[src/rtl/adder_bcd_seq_if.sv]
// Operand/request and result/display bundle for adder_bcd_seq.
// The master drives operands and start; the slave returns status, result and display data.
interface adder_bcd_seq_if #(
   parameter int W      = 8,
   parameter int DIGITS = 3
);
   logic                  start;
   logic                  sub;
   logic [W-1:0]          a;
   logic [W-1:0]          b;
   logic                  cin;
   logic                  busy;
   logic                  done;
   logic [W:0]            result;
   logic                  neg;
   logic [4*DIGITS-1:0]   bcd;
   logic [7*DIGITS-1:0]   seg;

   modport master (
      output start, sub, a, b, cin,
      input  busy, done, result, neg, bcd, seg
   );

   modport slave (
      input  start, sub, a, b, cin,
      output busy, done, result, neg, bcd, seg
   );
endinterface

[src/rtl/adder_bcd_seq.sv]
// Add / absolute-difference unit followed by a bit-serial shift-and-add-3 BCD
// converter and active-low 7-segment drivers with leading-zero blanking.
module adder_bcd_seq #(
   parameter int W      = 8,
   parameter int DIGITS = 3
) (
   input  logic           CLOCK_50,
   input  logic           RESET_N,
   adder_bcd_seq_if.slave bus
);

   localparam int RW = W + 1;
   localparam int SW = 4 * DIGITS;
   localparam int CW = $clog2(W + 2);

   typedef enum logic [1:0] {IDLE, ADD, CONV, DONE} state_t;

   state_t              state;
   state_t              state_nxt;
   logic [CW-1:0]       cnt;

   logic [W-1:0]        a_p0;
   logic [W-1:0]        b_p0;
   logic                sub_p0;
   logic                cin_p0;

   logic [RW-1:0]       r_calc;
   logic                neg_calc;
   logic [RW-1:0]       r_p1;
   logic                neg_p1;

   logic [RW-1:0]       sh_r;
   logic [SW-1:0]       scr;
   logic [SW-1:0]       scr_adj;
   logic [SW+RW-1:0]    shifted;
   logic                last_shift;

   logic [RW-1:0]       result_q;
   logic                neg_q;
   logic [SW-1:0]       bcd_q;
   logic [7*DIGITS-1:0] seg_q;

   function automatic logic [SW-1:0] add3(input logic [SW-1:0] s);
      logic [SW-1:0] o;
      o = s;
      for (int i = 0; i < DIGITS; i++) begin
         if (s[4*i +: 4] >= 4'd5)
            o[4*i +: 4] = s[4*i +: 4] + 4'd3;
      end
      return o;
   endfunction

   function automatic logic [6:0] seg7(input logic [3:0] d);
      logic [6:0] o;
      case (d)
         4'd0:    o = ~7'h3F;
         4'd1:    o = ~7'h06;
         4'd2:    o = ~7'h5B;
         4'd3:    o = ~7'h4F;
         4'd4:    o = ~7'h66;
         4'd5:    o = ~7'h6D;
         4'd6:    o = ~7'h7D;
         4'd7:    o = ~7'h07;
         4'd8:    o = ~7'h7F;
         4'd9:    o = ~7'h67;
         default: o = 7'h7F;
      endcase
      return o;
   endfunction

   // Walk from the top digit down; digits stay blank until the first non-zero one.
   function automatic logic [7*DIGITS-1:0] seg_map(input logic [SW-1:0] d);
      logic [7*DIGITS-1:0] o;
      logic                lead;
      o    = '1;
      lead = 1'b1;
      for (int i = DIGITS - 1; i >= 0; i--) begin
         if (d[4*i +: 4] != 4'd0)
            lead = 1'b0;
         if (lead && (i != 0))
            o[7*i +: 7] = 7'h7F;
         else
            o[7*i +: 7] = seg7(d[4*i +: 4]);
      end
      return o;
   endfunction

   always_comb begin
      r_calc   = '0;
      neg_calc = 1'b0;
      if (!sub_p0) begin
         r_calc = {1'b0, a_p0} + {1'b0, b_p0} + {{W{1'b0}}, cin_p0};
      end else if (a_p0 >= b_p0) begin
         r_calc = {1'b0, a_p0 - b_p0};
      end else begin
         r_calc   = {1'b0, b_p0 - a_p0};
         neg_calc = 1'b1;
      end
   end

   assign scr_adj    = add3(scr);
   assign shifted    = {scr_adj, sh_r} << 1;
   assign last_shift = (state == CONV) && (cnt == CW'(W));

   always_comb begin
      state_nxt = state;
      case (state)
         IDLE:    if (bus.start) state_nxt = ADD;
         ADD:     state_nxt = CONV;
         CONV:    if (cnt == CW'(W)) state_nxt = DONE;
         DONE:    state_nxt = IDLE;
         default: state_nxt = IDLE;
      endcase
   end

   always_ff @(posedge CLOCK_50 or negedge RESET_N) begin
      if (!RESET_N) begin
         state    <= IDLE;
         cnt      <= '0;
         result_q <= '0;
         neg_q    <= 1'b0;
         bcd_q    <= '0;
         seg_q    <= '1;
      end else begin
         state <= state_nxt;
         if (state == ADD)
            cnt <= '0;
         else if (state == CONV)
            cnt <= cnt + CW'(1);
         if (last_shift) begin
            result_q <= r_p1;
            neg_q    <= neg_p1;
            bcd_q    <= shifted[SW+RW-1:RW];
            seg_q    <= seg_map(shifted[SW+RW-1:RW]);
         end
      end
   end

   // Stage p0: operand capture on accept
   always_ff @(posedge CLOCK_50) begin
      if ((state == IDLE) && bus.start) begin
         a_p0   <= bus.a;
         b_p0   <= bus.b;
         sub_p0 <= bus.sub;
         cin_p0 <= bus.cin;
      end
   end

   // Stage p1: arithmetic result, then the serial double-dabble shifts
   always_ff @(posedge CLOCK_50) begin
      if (state == ADD) begin
         r_p1   <= r_calc;
         neg_p1 <= neg_calc;
         sh_r   <= r_calc;
         scr    <= '0;
      end else if (state == CONV) begin
         scr    <= shifted[SW+RW-1:RW];
         sh_r   <= shifted[RW-1:0];
      end
   end

   assign bus.busy   = (state != IDLE);
   assign bus.done   = (state == DONE);
   assign bus.result = result_q;
   assign bus.neg    = neg_q;
   assign bus.bcd    = bcd_q;
   assign bus.seg    = seg_q;

endmodule

[src/flat_wrapper.sv]
// flat-port wrapper written by rule: the top's interface ports become plain ports
module adder_bcd_seq_flat 
#(
   parameter int W      = 8,
   parameter int DIGITS = 3
)
  (CLOCK_50, RESET_N, bus_start, bus_sub, bus_a, bus_b, bus_cin, bus_busy, bus_done, bus_result, bus_neg, bus_bcd, bus_seg);
  adder_bcd_seq_if #(.W(W), .DIGITS(DIGITS)) bus_i ();
  input  logic CLOCK_50;
  input  logic RESET_N;
  input wire logic [$bits(bus_i.start)-1:0] bus_start;
  input wire logic [$bits(bus_i.sub)-1:0] bus_sub;
  input wire logic [$bits(bus_i.a)-1:0] bus_a;
  input wire logic [$bits(bus_i.b)-1:0] bus_b;
  input wire logic [$bits(bus_i.cin)-1:0] bus_cin;
  output wire logic [$bits(bus_i.busy)-1:0] bus_busy;
  output wire logic [$bits(bus_i.done)-1:0] bus_done;
  output wire logic [$bits(bus_i.result)-1:0] bus_result;
  output wire logic [$bits(bus_i.neg)-1:0] bus_neg;
  output wire logic [$bits(bus_i.bcd)-1:0] bus_bcd;
  output wire logic [$bits(bus_i.seg)-1:0] bus_seg;
  assign bus_i.start = bus_start;
  assign bus_i.sub = bus_sub;
  assign bus_i.a = bus_a;
  assign bus_i.b = bus_b;
  assign bus_i.cin = bus_cin;
  assign bus_busy = bus_i.busy;
  assign bus_done = bus_i.done;
  assign bus_result = bus_i.result;
  assign bus_neg = bus_i.neg;
  assign bus_bcd = bus_i.bcd;
  assign bus_seg = bus_i.seg;
  adder_bcd_seq #(.W(W), .DIGITS(DIGITS)) u_core (.CLOCK_50(CLOCK_50), .RESET_N(RESET_N), .bus(bus_i));
endmodule
[config.mk]
export PLATFORM = sky130hd
export DESIGN_NAME = adder_bcd_seq_flat
export DESIGN_NICKNAME = d
export VERILOG_FILES = /design/src/rtl/adder_bcd_seq_if.sv /design/src/rtl/adder_bcd_seq.sv /design/src/flat_wrapper.sv
export SDC_FILE = /design/constraint.sdc
export NUM_CORES = 1
export LEC_CHECK = 0
export ABC_AREA = 1
export CORE_MARGIN = 2
export CORE_UTILIZATION = 35
export CTS_CLUSTER_DIAMETER = 50
export DETAILED_ROUTE_END_ITERATION = 16
export PLACE_DENSITY = 0.66
export SETUP_SLACK_MARGIN = 0.3
export SLEW_MARGIN = 20
export SYNTH_ARGS = -nofsm -noshare
export SYNTH_HDL_FRONTEND = slang
export SYNTH_SLANG_ARGS = --single-unit
[constraint.sdc]
create_clock -name CLOCK_50 -period 2.3 [get_ports CLOCK_50]
set_input_delay 0.345 -clock CLOCK_50 [delete_from_list [all_inputs] [get_ports CLOCK_50]]
set_output_delay 0.345 -clock CLOCK_50 [all_outputs]
set_load 0.05 [all_outputs]
### Yosys cells after proc, flatten, opt, wreduce, memory -nomap -nowiden

Memories as Yosys holds them, arrays and structs flattened. A register that Yosys moved wholly into a read port is not among the register bits.
Cells that the tools add are included.

* div/mod/pow operators: 0
* $mul: 0
* multiplexer cells: 19
* reduce and logical (&&, ||, !) cells: 9
* magnitude comparators: 4
* shift-type cells: 0
* eq/ne operators: 6
* add/subtract/negate cells: 8
* bitwise gates (word level): 0

Operator list (number)
* $mux 9: 3
* $mux 4: 4
* $sub 8x8->8: 2
* $mux 7: 2
* $ge 4x3->1 const B: 3
* $add 8x8->9: 1
* $add 9x1->9: 1
* $add 4x2->4 const B: 2
* $ge 8x8->1: 1
* $mux 8: 1
* $pmux 2 s4: 1
* $reduce_bool 4->1: 2
* $mux 1: 5
* $add 4x1->4 const B: 1
* $eq 2x2->1 const B: 2
* $eq 4x4->1 const B: 1
* $mux 2: 2
* $ne 2x2->1 const B: 2
* $reduce_bool 2->1: 2
* $add 3x2->3 const B: 1
* $mux 3: 1
* $eq 2x1->1 const B: 1
* $logic_and 1x1->1: 2
* $logic_not 2->1: 1
* other kinds (2): 2

* memories: 3
* memory bits (read-only): 336
* bits in writable memories: 0
* input port bits: 21
* bits in latches: 0
* output and inout port bits: 45
* register bits: 98

Memory list
* (name not given): depth 16, width 7, rd ports 1, clocked after Yosys merged registers in 0, wr ports 0, line adder_bcd_seq.sv:55 `case (d)`
* (name not given): depth 16, width 7, rd ports 1, clocked after Yosys merged registers in 0, wr ports 0, line adder_bcd_seq.sv:55
* (name not given): depth 16, width 7, rd ports 1, clocked after Yosys merged registers in 1, wr ports 0, line adder_bcd_seq.sv:55

### Logic depth before layout (Yosys ltp)

Gate-level depths: netlist of the first run.

* depth after elaboration: 8
* gate-level depth with buffers: 17
* gate-level depth less buffers: 16

### Worst setup path before layout of the first run

No wires, ideal clock.

* kind: flip-flop to flip-flop
* start point: register u_core.scr[4]
* end point: register u_core.seg_q[10], in the netlist u_core.bus.seg[10]
* period minus slack after synthesis: 2130 ps
* slack: 170 ps
* cell stages (with the launch flop): 14
* data required time: 2223 ps
* setup time: 77 ps
* arrival time: 2053 ps
* path through: dfxtp_1 > inv_1 > ha_1 > inv_1 > nand2_1 > nand3_4 > a21boi_1 > inv_1 > ha_1 > nand2_1 > nor2_1 > nand3_1 > nand3_1 > o21a_1

* word-level cells in the longest chain between the ends: 8
* elaborated cells between the ends (all ways): 11
* classes of those cells: add/sub (1); order compare (1); mux (6); reduce/logical (2); memory (1)

Ends and longest elaborated chain
* start, declared: line adder_bcd_seq.sv:33 `logic [SW-1:0] scr;`
* start signal, assigned: line adder_bcd_seq.sv:157 `scr <= shifted[SW+RW-1:RW];`
* $add 4x2->4 or $ge 4x3->1 (tied branches): line adder_bcd_seq.sv:48, adder_bcd_seq.sv:47
* $mux 4 (*): line adder_bcd_seq.sv:47 `if (s[4*i +: 4] >= 4'd5)`
* named net u_core.scr_adj[7]: line adder_bcd_seq.sv:34 `logic [SW-1:0] scr_adj;`
* $reduce_bool 4->1 (*): line adder_bcd_seq.sv:78 `if (d[4*i +: 4] != 4'd0)`
* $mux 1 (*): line adder_bcd_seq.sv:78
* $mux 1 (*): line adder_bcd_seq.sv:130 `if (last_shift) begin`
* $mux 1 (*): line adder_bcd_seq.sv:78
* $mux 1 (*): line adder_bcd_seq.sv:130
* $mux 7 (*): line adder_bcd_seq.sv:80 `if (lead && (i != 0))`
* end signal, assigned: line adder_bcd_seq.sv:134 `seg_q <= seg_map(shifted[SW+RW-1:RW]);`
* end, declared: line adder_bcd_seq.sv:41 `logic [7*DIGITS-1:0] seg_q;`

The timed path passes the listed nets; every way through them passes the cells marked *. The select of a mux whose other input is x is not followed.
A chain may end at the register's enable or synchronous reset.

### Final worst setup path of the first run

* start point: register u_core.b_p0[0]
* end point: register u_core.sh_r[6] (data pin)

* word-level cells in the longest chain between the ends: 4
* elaborated cells between the ends (all ways): 8
* classes of those cells: add/sub (4); order compare (1); mux (3)

Ends and longest elaborated chain
* start, declared: line adder_bcd_seq.sv:23 `logic [W-1:0] b_p0;`
* start signal, assigned: line adder_bcd_seq.sv:143 `b_p0 <= bus.b;`
* $add 8x8->9, or another cell as far along: line adder_bcd_seq.sv:92 `r_calc = {1'b0, a_p0} + {1'b0, b_p0} + {{W{1'b0}}, cin_p0};`
* $add 9x1->9 or $mux 8 (tied branches): line adder_bcd_seq.sv:92, adder_bcd_seq.sv:93
* $mux 9 (*): line adder_bcd_seq.sv:91 `if (!sub_p0) begin`
* named net u_core.r_calc[6]: line adder_bcd_seq.sv:27 `logic [RW-1:0] r_calc;`
* $mux 9 (*): line adder_bcd_seq.sv:151 `if (state == ADD) begin`
* end signal, assigned: line adder_bcd_seq.sv:154 `sh_r <= r_calc;`
* end signal, assigned: line adder_bcd_seq.sv:158 `sh_r <= shifted[RW-1:0];`
* end, declared: line adder_bcd_seq.sv:32 `logic [RW-1:0] sh_r;`

The timed path passes the listed nets; every way through them passes the cells marked *.

==> results of run 1 <==
==> synthesized netlist by cell type (2+ instances only) <==
cell / count / area share [%]
inv_2: 9 / 0.58
buf_6: 6 / 1.2
edfxtp_1: 37 / 19
or2_1: 5 / 0.54
dfstp_2: 21 / 9.5
or2_2: 4 / 0.43
nor2_1: 19 / 1.2
o21ai_2: 3 / 0.45
o211ai_1: 8 / 1.0
dfrtp_1: 28 / 12
nand2_1: 205 / 13
o21ai_0: 34 / 2.9
dfxtp_1: 12 / 4.1
nand4_1: 5 / 0.54
clkbuf_1: 7 / 0.45
xnor2_1: 3 / 0.45
a21boi_1: 2 / 0.26
a2bb2oi_1: 3 / 0.45
nand3b_1: 2 / 0.26
xor2_2: 2 / 0.56
nor3_1: 2 / 0.17
inv_1: 85 / 5.5
nor2_4: 2 / 0.39
o21a_1: 4 / 0.52
xor2_1: 10 / 1.5
nand3_1: 30 / 2.6
nand2_2: 14 / 1.5
buf_2: 4 / 0.35
a21oi_1: 35 / 3.0
ha_1: 48 / 10
fa_1: 4 / 1.4
o21ai_1: 7 / 0.60
==> power breakdown <==
group	total, mW	switching [mW]	internal [mW]	leakage, nW
Sequential	3.25	0.421	2.83	1.02
Clock	1.53	0.683	0.852	0.151
Combinational	6.61	4.34	2.27	2.28
Total	11.4	5.44	5.95	3.45
==> layer usage <==
metal | global-route usage, % | vias to the layer above
met3 | 3.14 | 10
met4 | 4.48 | 0
met5 | 0 | -
li1 | - | 2332
met2 | 20.7 | 86
met1 | 18.8 | 2038
==> critical path, cell delays in order, from the launching register on <==
cell and delay (ns):
edfxtp_1 0.49, fa_2 0.43, inv_2 0.07, fa_2 0.20
inv_2 0.05, nand4_1 0.10, nand3_2 0.10, xor2_1 0.16
nand2_1 0.08, nand2_2 0.07, nand2_1 0.05, nand2_1 0.04
==> path summary, 6_finish.rpt <==
| kind | endpoint | from | cells after the start |
|---|---|---|---|
| worst max-delay path | u_core.sh_r[6] | u_core.b_p0[0] | 11 |
| worst min-delay path | u_core.bus.bcd[10] | RESET_N | 2 |
| worst max register to register | u_core.sh_r[6] | u_core.b_p0[0] | 11 |
| worst min register to register | u_core.bus.neg | u_core.neg_p1 | 2 |
| max in group asynchronous | u_core.bus.result[5] | RESET_N | 2 |
| min in group CLOCK_50 | u_core.bus.neg | u_core.neg_p1 | 2 |
==> sequential cells by signal, indices dropped and copies added, names as in the netlist, 2 cells and up <==
signal,flops
u_core.state,2
u_core.scr,12
u_core.a_p0,8
u_core.bus.bcd,12
u_core.bus.seg,21
u_core.b_p0,8
u_core.r_p1,9
u_core.cnt,4
u_core.bus.result,9
u_core.sh_r,9
==> per-stage QoR <==
step / power, mW / setup slack [ns]
after floorplan: 7.75 / 0.306
after global placement: 9.42 / 0.225
after detailed placement: 9.49 / 0.186
after CTS: 11.1 / 0.261
after global routing: 12.3 / 0.159
final: 11.4 / 0.228
==> cell families after synthesis <==
| family | after synthesis |
|---|---|
| adders and majority gates | 52 |
| AOI/OAI and AO/OA | 103 |
| and+or+nand+nor | 295 |
| buffers and inverters | 114 |
| DFF | 98 |
| xor gates and xnor gates | 15 |
==> timing repair <==
| item | in CTS | in global routing |
|---|---|---|
| setup buffers | 4 | 8 |
| cloned | 0 | 0 |
| setup endpoints to repair | 51 | 36 |
| resized for setup | 48 | 54 |
| pin swaps | 5 | 25 |
==> layout make-up <==
cell class,instances,area share (%)
Clock buffer,9,3.06
Inverter,95,4.88
Sequential cell,98,35.5
Clock inverter,7,0.986
Timing Repair Buffer,90,11.1
Multi-Input combinational cell,465,40.8
Tap cell,220,3.74
==> run summary, run 1 <==
The run finished with clean final reports. For the number of warning messages in the yosys log, the log shows 0. The library cell used most frequently in the layout, excluding fill and tap cells, is nand2_1. For the number of global-route vias before repair, the log shows 4067. In the final routed layout, each cell accounts on average for 11.7 um. In this run the vertical extent of the chip is 133 um. Critical path launch point type: a register.

The fraction of synthesized cell area in xor and xnor cells works out to 2.52%. The main combinational cell family by area after synthesis is simple AND/OR/NAND/NOR gates. The share of synthesized cell area in and, or, nand and nor gates is 22.3%. The clock-pin slew on the worst setup and hold paths is 0.07 ns, and the initial antenna violation count is 0. For the core occupancy in the finished layout, the log shows 44.9%. In the global route stage, overall resource usage came out at 13.5%. The distinct cell type count after synthesis is 49, and the number of search-and-repair iterations in the first detailed-routing pass is 4.

The multi-input combinational cells in the finished layout cover a total of 3000 um2. The die covers 17600 um2. For this run, asynchronously set or reset flops after synthesis account for 50.0%. The finished cells cover 7360 um2.

For this configuration, the core starts out at a cell density of 35.4%. The tools report the number of filler cells placed in the layout as 1580. For this design the top-level I/O count stands at 66. The width of the die was 133 um. The reported max-cap violation count is 0. The run gives 0 as the number of max-slew violations in the final report. The tools report the global-route congestion overflow total as 0. In this run the remaining antenna-violating nets after routing total 0. The post-place instance area is 6720 um2, and the via count is 4466. In the detailed route, the total length drawn on met3 is 473 um.

The post-synthesis cell count is 677, and the row count is 47. STA puts the critical path data required time at 2.41 ns. The number of storage elements in the synthesis netlist is 98. The top cell types in the final layout, fill and taps aside, are nand2_1, inv_1, clkdlybuf4s50_1.

Including well taps, the total number of placed cells is 956. The number of port buffers came out at 65. Setup total negative slack on the finished layout was measured at 0 ns. The complex-gate fraction of the synthesized area is 10.3%, and the cell area power density is 1550 nW/um2. The highest metal layer with signal wires was met4. For this run, the post-layout net count is 832. Setup repair after global routing could not meet its margin everywhere. The worst register-to-register path has a setup slack of 0.23 ns. The capturing element type of the critical path is a register. In the routed layout, each cell is associated on average with a via count of 4.54. The number of endpoints with negative hold slack in the final report was 0. The minimum period implied by the final worst setup slack came out at 2.07 ns.

Worst hold-check path type: input pin to async pin. The total number of clock tree sinks came out at 98. After synthesis, the share of cell area in mux cells is 0%. In the synthesized netlist the dominant register cell turns out to be edfxtp_1. Once layout is complete, the cells apart from fillers number 984. The relative max-transition margin is 59.5%, and the area inside the core boundary is 16400 um2. The tools report the met2 wire length as 5.23 mm. CTS placed an instance of clkbuf_16 at the clock tree root. Residual DRC count: 0.

Entering global routing, the biggest net connects 50 pins. Registers take 2610 um2. The number of buffers added by the clock tree synthesis step is 9. The antenna diode instance count was 0; the highest clock rate was 483 MHz. The tools report the minimum hold slack as 0.0836 ns. For the pin with the worst max-slew slack, the measured transition is 0.607 ns. The post-synthesis to final-layout area growth is 26.9%. The maximum fanout encountered on the critical timing path works out to 3. Of the total synthesized cell area, the portion taken by full adders, half adders and majority gates is 11.7%. Of the synthesized area, sequential elements account for 44.9%. The clock insertion delay at the later pin of the skew report was 0.35 ns; the static leakage was 3.45 nW. The count of final setup violators was 0; the number of buffers on the longest clock path was 2. The mean cell area of the mapped netlist is 8.57 um2.

TritonCTS built the clock tree. The first global-routing pass estimated 19.4 mm of wire. The number of synthesized flops with an enable pin is 37.

By startpoint and endpoint, the worst setup path is classified as register to register. The logs give 241 for the initial detailed-routing violation count and 750 for the number of nets produced by synthesis. After layout, the worst path uses 90.1% of the clock period. The logs give 0.00926 ns for the setup clock skew after layout and 11.6 mm for the routed wire length. For the worst setup path, the data arrival time is 2.18 ns.

The cell area that synthesis handed to floorplanning was 5800 um2. In the final layout, the share of cells above drive strength 1 is 21.2%. The run gives 0 as the hold buffer count at cts. The run gives 678 uV as the peak ir drop on the vdd network. The number of H-tree levels is 3. The sum of net half-perimeters after detailed placement is 8.51 mm, and the routability congestion estimate from global placement is 0.848. The sum of routed wire segments on met1 was 5.73 mm.
(Power assumes the default switching activity.)
==> run 2: changes to the inputs <==
PLACE_DENSITY = 0.68   (was 0.66)
==> run summary, run 2 (same netlist as run 1, synthesis figures left out) <==
The number of max-slew violations in the final report was 0. After layout, the minimum clock period comes to 1.97 ns. Number of flip-flops in the largest register: 21. The post-synthesis to final-layout area growth is 27.5%, and the antenna diode instance count is 0.

For the setup clock skew after layout, the log shows 0.00793 ns. Pin placement for this block handled 66 I/O pins. The number of search-and-repair iterations in the first detailed-routing pass was 5; the minimum hold slack was 0.116 ns.

In this run the worst hold path is classified as input pin to async pin. Setup repair after global routing could not meet its margin everywhere. The setup TNS after final layout is 0 ns.

Setup slack on the worst reg-to-reg path comes out at 0.33 ns. The count of final setup violators is 0, and the share of cells above drive strength 1 is 21.7%. The y dimension of the die was 133 um. The count of placed standard cells including taps was 958. The logs give 0 for the residual antenna-violating net count after detailed routing and 0 for the hold buffer count at cts. The first global-routing pass estimated 19.8 mm of wire. Input and output buffers added on the ports amount to 65.

IR analysis of the VDD net gives a maximum drop of 670 uV. The mean routed wirelength per cell is 12.2 um, and the sum of net half-perimeters after detailed placement is 8.65 mm. Max-cap violations in this run came to 0.

For this run the aggregate overflow at the end of global routing stands at 0. Measured on the finished design, the core utilization comes to 45.1%. STA puts the critical path data arrival time at 2.08 ns. The width of the die is 133 um. The number of buffers added by the clock tree synthesis step came out at 9. STA classifies the critical path startpoint as a register. Clock tree synthesis found a total of 98 sinks. The tools report the area inside the core boundary as 16400 um2. The tools report the residual DRC count as 0. The static leakage is 3.46 nW.

The logs give 4560 for the via count and 839 for the net total in the final layout. At the pin with the least slew margin, the transition time is 0.903 ns. The type of the worst setup path was register to register.

The post-layout instance count excluding filler cells came out at 991. After filler insertion, the fill cell instance count of the layout stands at 1606. In this run the worst path has a maximum fanout of 3.

The ratio of final minimum period to clock period was 85.7%. The buffer cell driving the clock tree root was clkbuf_16. The floorplan step defined a die boundary enclosing 17600 um2. The first routing iteration left 249 violations. The number of global-route vias before repair was 4104. For the number of H-tree levels, the log shows 3. The clock insertion delay at the later pin of the skew report was 0.35 ns. Leaving out fill and tap cells, the most frequent cells in the layout are nand2_1, inv_1, clkdlybuf4s50_1. At the worst endpoint, the required time is 2.41 ns.

Across the whole layout, storage elements account for 2610 um2. The initial utilization of the core area, before any placement, comes to 35.4%. The all-layer global routing usage is 13.8%, and the clock-pin slew on the worst setup and hold paths is 0.07 ns. The tools report the routed wire length as 12.1 mm. The row count is 47. In this run the deepest clock path goes through 2 buffers.

The tools report the initial antenna violation count as 0. STA classifies the critical path endpoint as a register. The flow ran to the end, and the final reports show no timing, DRC or antenna violations. Leaving out fill and tap cells, the most frequent cell in the layout is nand2_1.

Pin count of the biggest net entering global routing: 41. The relative max-transition margin was 39.8%; the routed via count divided by cell count was 4.60. TritonCTS built the clock tree.

In this run the power density over the cells is 1540 nW/um2. The number of endpoints with negative hold slack in the final report is 0, and the highest clock rate is 507 MHz. Footprint of the multi-input gates: 2980 um2.

The routability congestion estimate from global placement came out at 0.854.
==> run 2: power by group <==
part	internal (mW)	leakage, nW	switching (mW)
Combinational	2.29	2.30	4.38
Clock	0.755	0.144	0.702
Sequential	2.83	1.02	0.421
Total	5.87	3.46	5.50
==> run 2: layout make-up <==
type,instances,share of cell area (%)
inverters,95,4.92
flip-flops and latches,98,35.3
multi-input cells,465,40.3
clock buffers,9,3.04
repair buffers,97,11.9
clock inverters,7,0.812
well taps,220,3.72
==> run 2: final timing paths <==
| kind | startpoint | to | depth (start not counted) |
|---|---|---|---|
| max in group asynchronous | RESET_N | u_core.bus.seg[1] | 2 |
| worst max register to register | u_core.b_p0[0] | u_core.sh_r[6] | 11 |
| min in group CLOCK_50 | u_core.r_p1[3] | u_core.bus.result[3] | 2 |
| worst min register to register | u_core.r_p1[3] | u_core.bus.result[3] | 2 |
| worst min-delay path | RESET_N | u_core.bus.bcd[11] | 1 |
| worst max-delay path | u_core.b_p0[0] | u_core.sh_r[6] | 11 |
==> run 2: repair_timing <==
item	4_1_cts	5_1_grt
setup endpoints to repair	51	36
setup buffers	7	10
pin swaps	8	28
gates resized for setup	42	58
==> run 2: worst max-delay path, stage by stage (launching register included) <==
cell	delay, ns
edfxtp_1	0.44
fa_2	0.40
inv_2	0.06
fa_2	0.20
inv_2	0.05
nand4_1	0.10
nand3_2	0.10
xor2_1	0.16
nand2_1	0.07
nand2_2	0.07
nand2_1	0.05
nand2_1	0.04
==> run 2: metrics by stage <==
stage,cell area [um2],setup WS (ns),power (mW)
floorplan,5810,0.306,7.75
global placement,6730,0.228,9.41
detailed placement,6730,0.180,9.51
CTS,7120,0.286,11.0
global route,7400,0.202,12.3
finish,7400,0.328,11.4
==> run 2: per-layer routing <==
| layer | vias to the layer above | track usage [%] | part of all wire (%) |
|---|---|---|---|
| li1 | 2341 | - | - |
| met1 | 2092 | 19.4 | 48 |
| met2 | 116 | 21.2 | 46 |
| met3 | 11 | 2.99 | 4.9 |
| met4 | 0 | 4.72 | 1.1 |
| met5 | - | 0 | 0 |
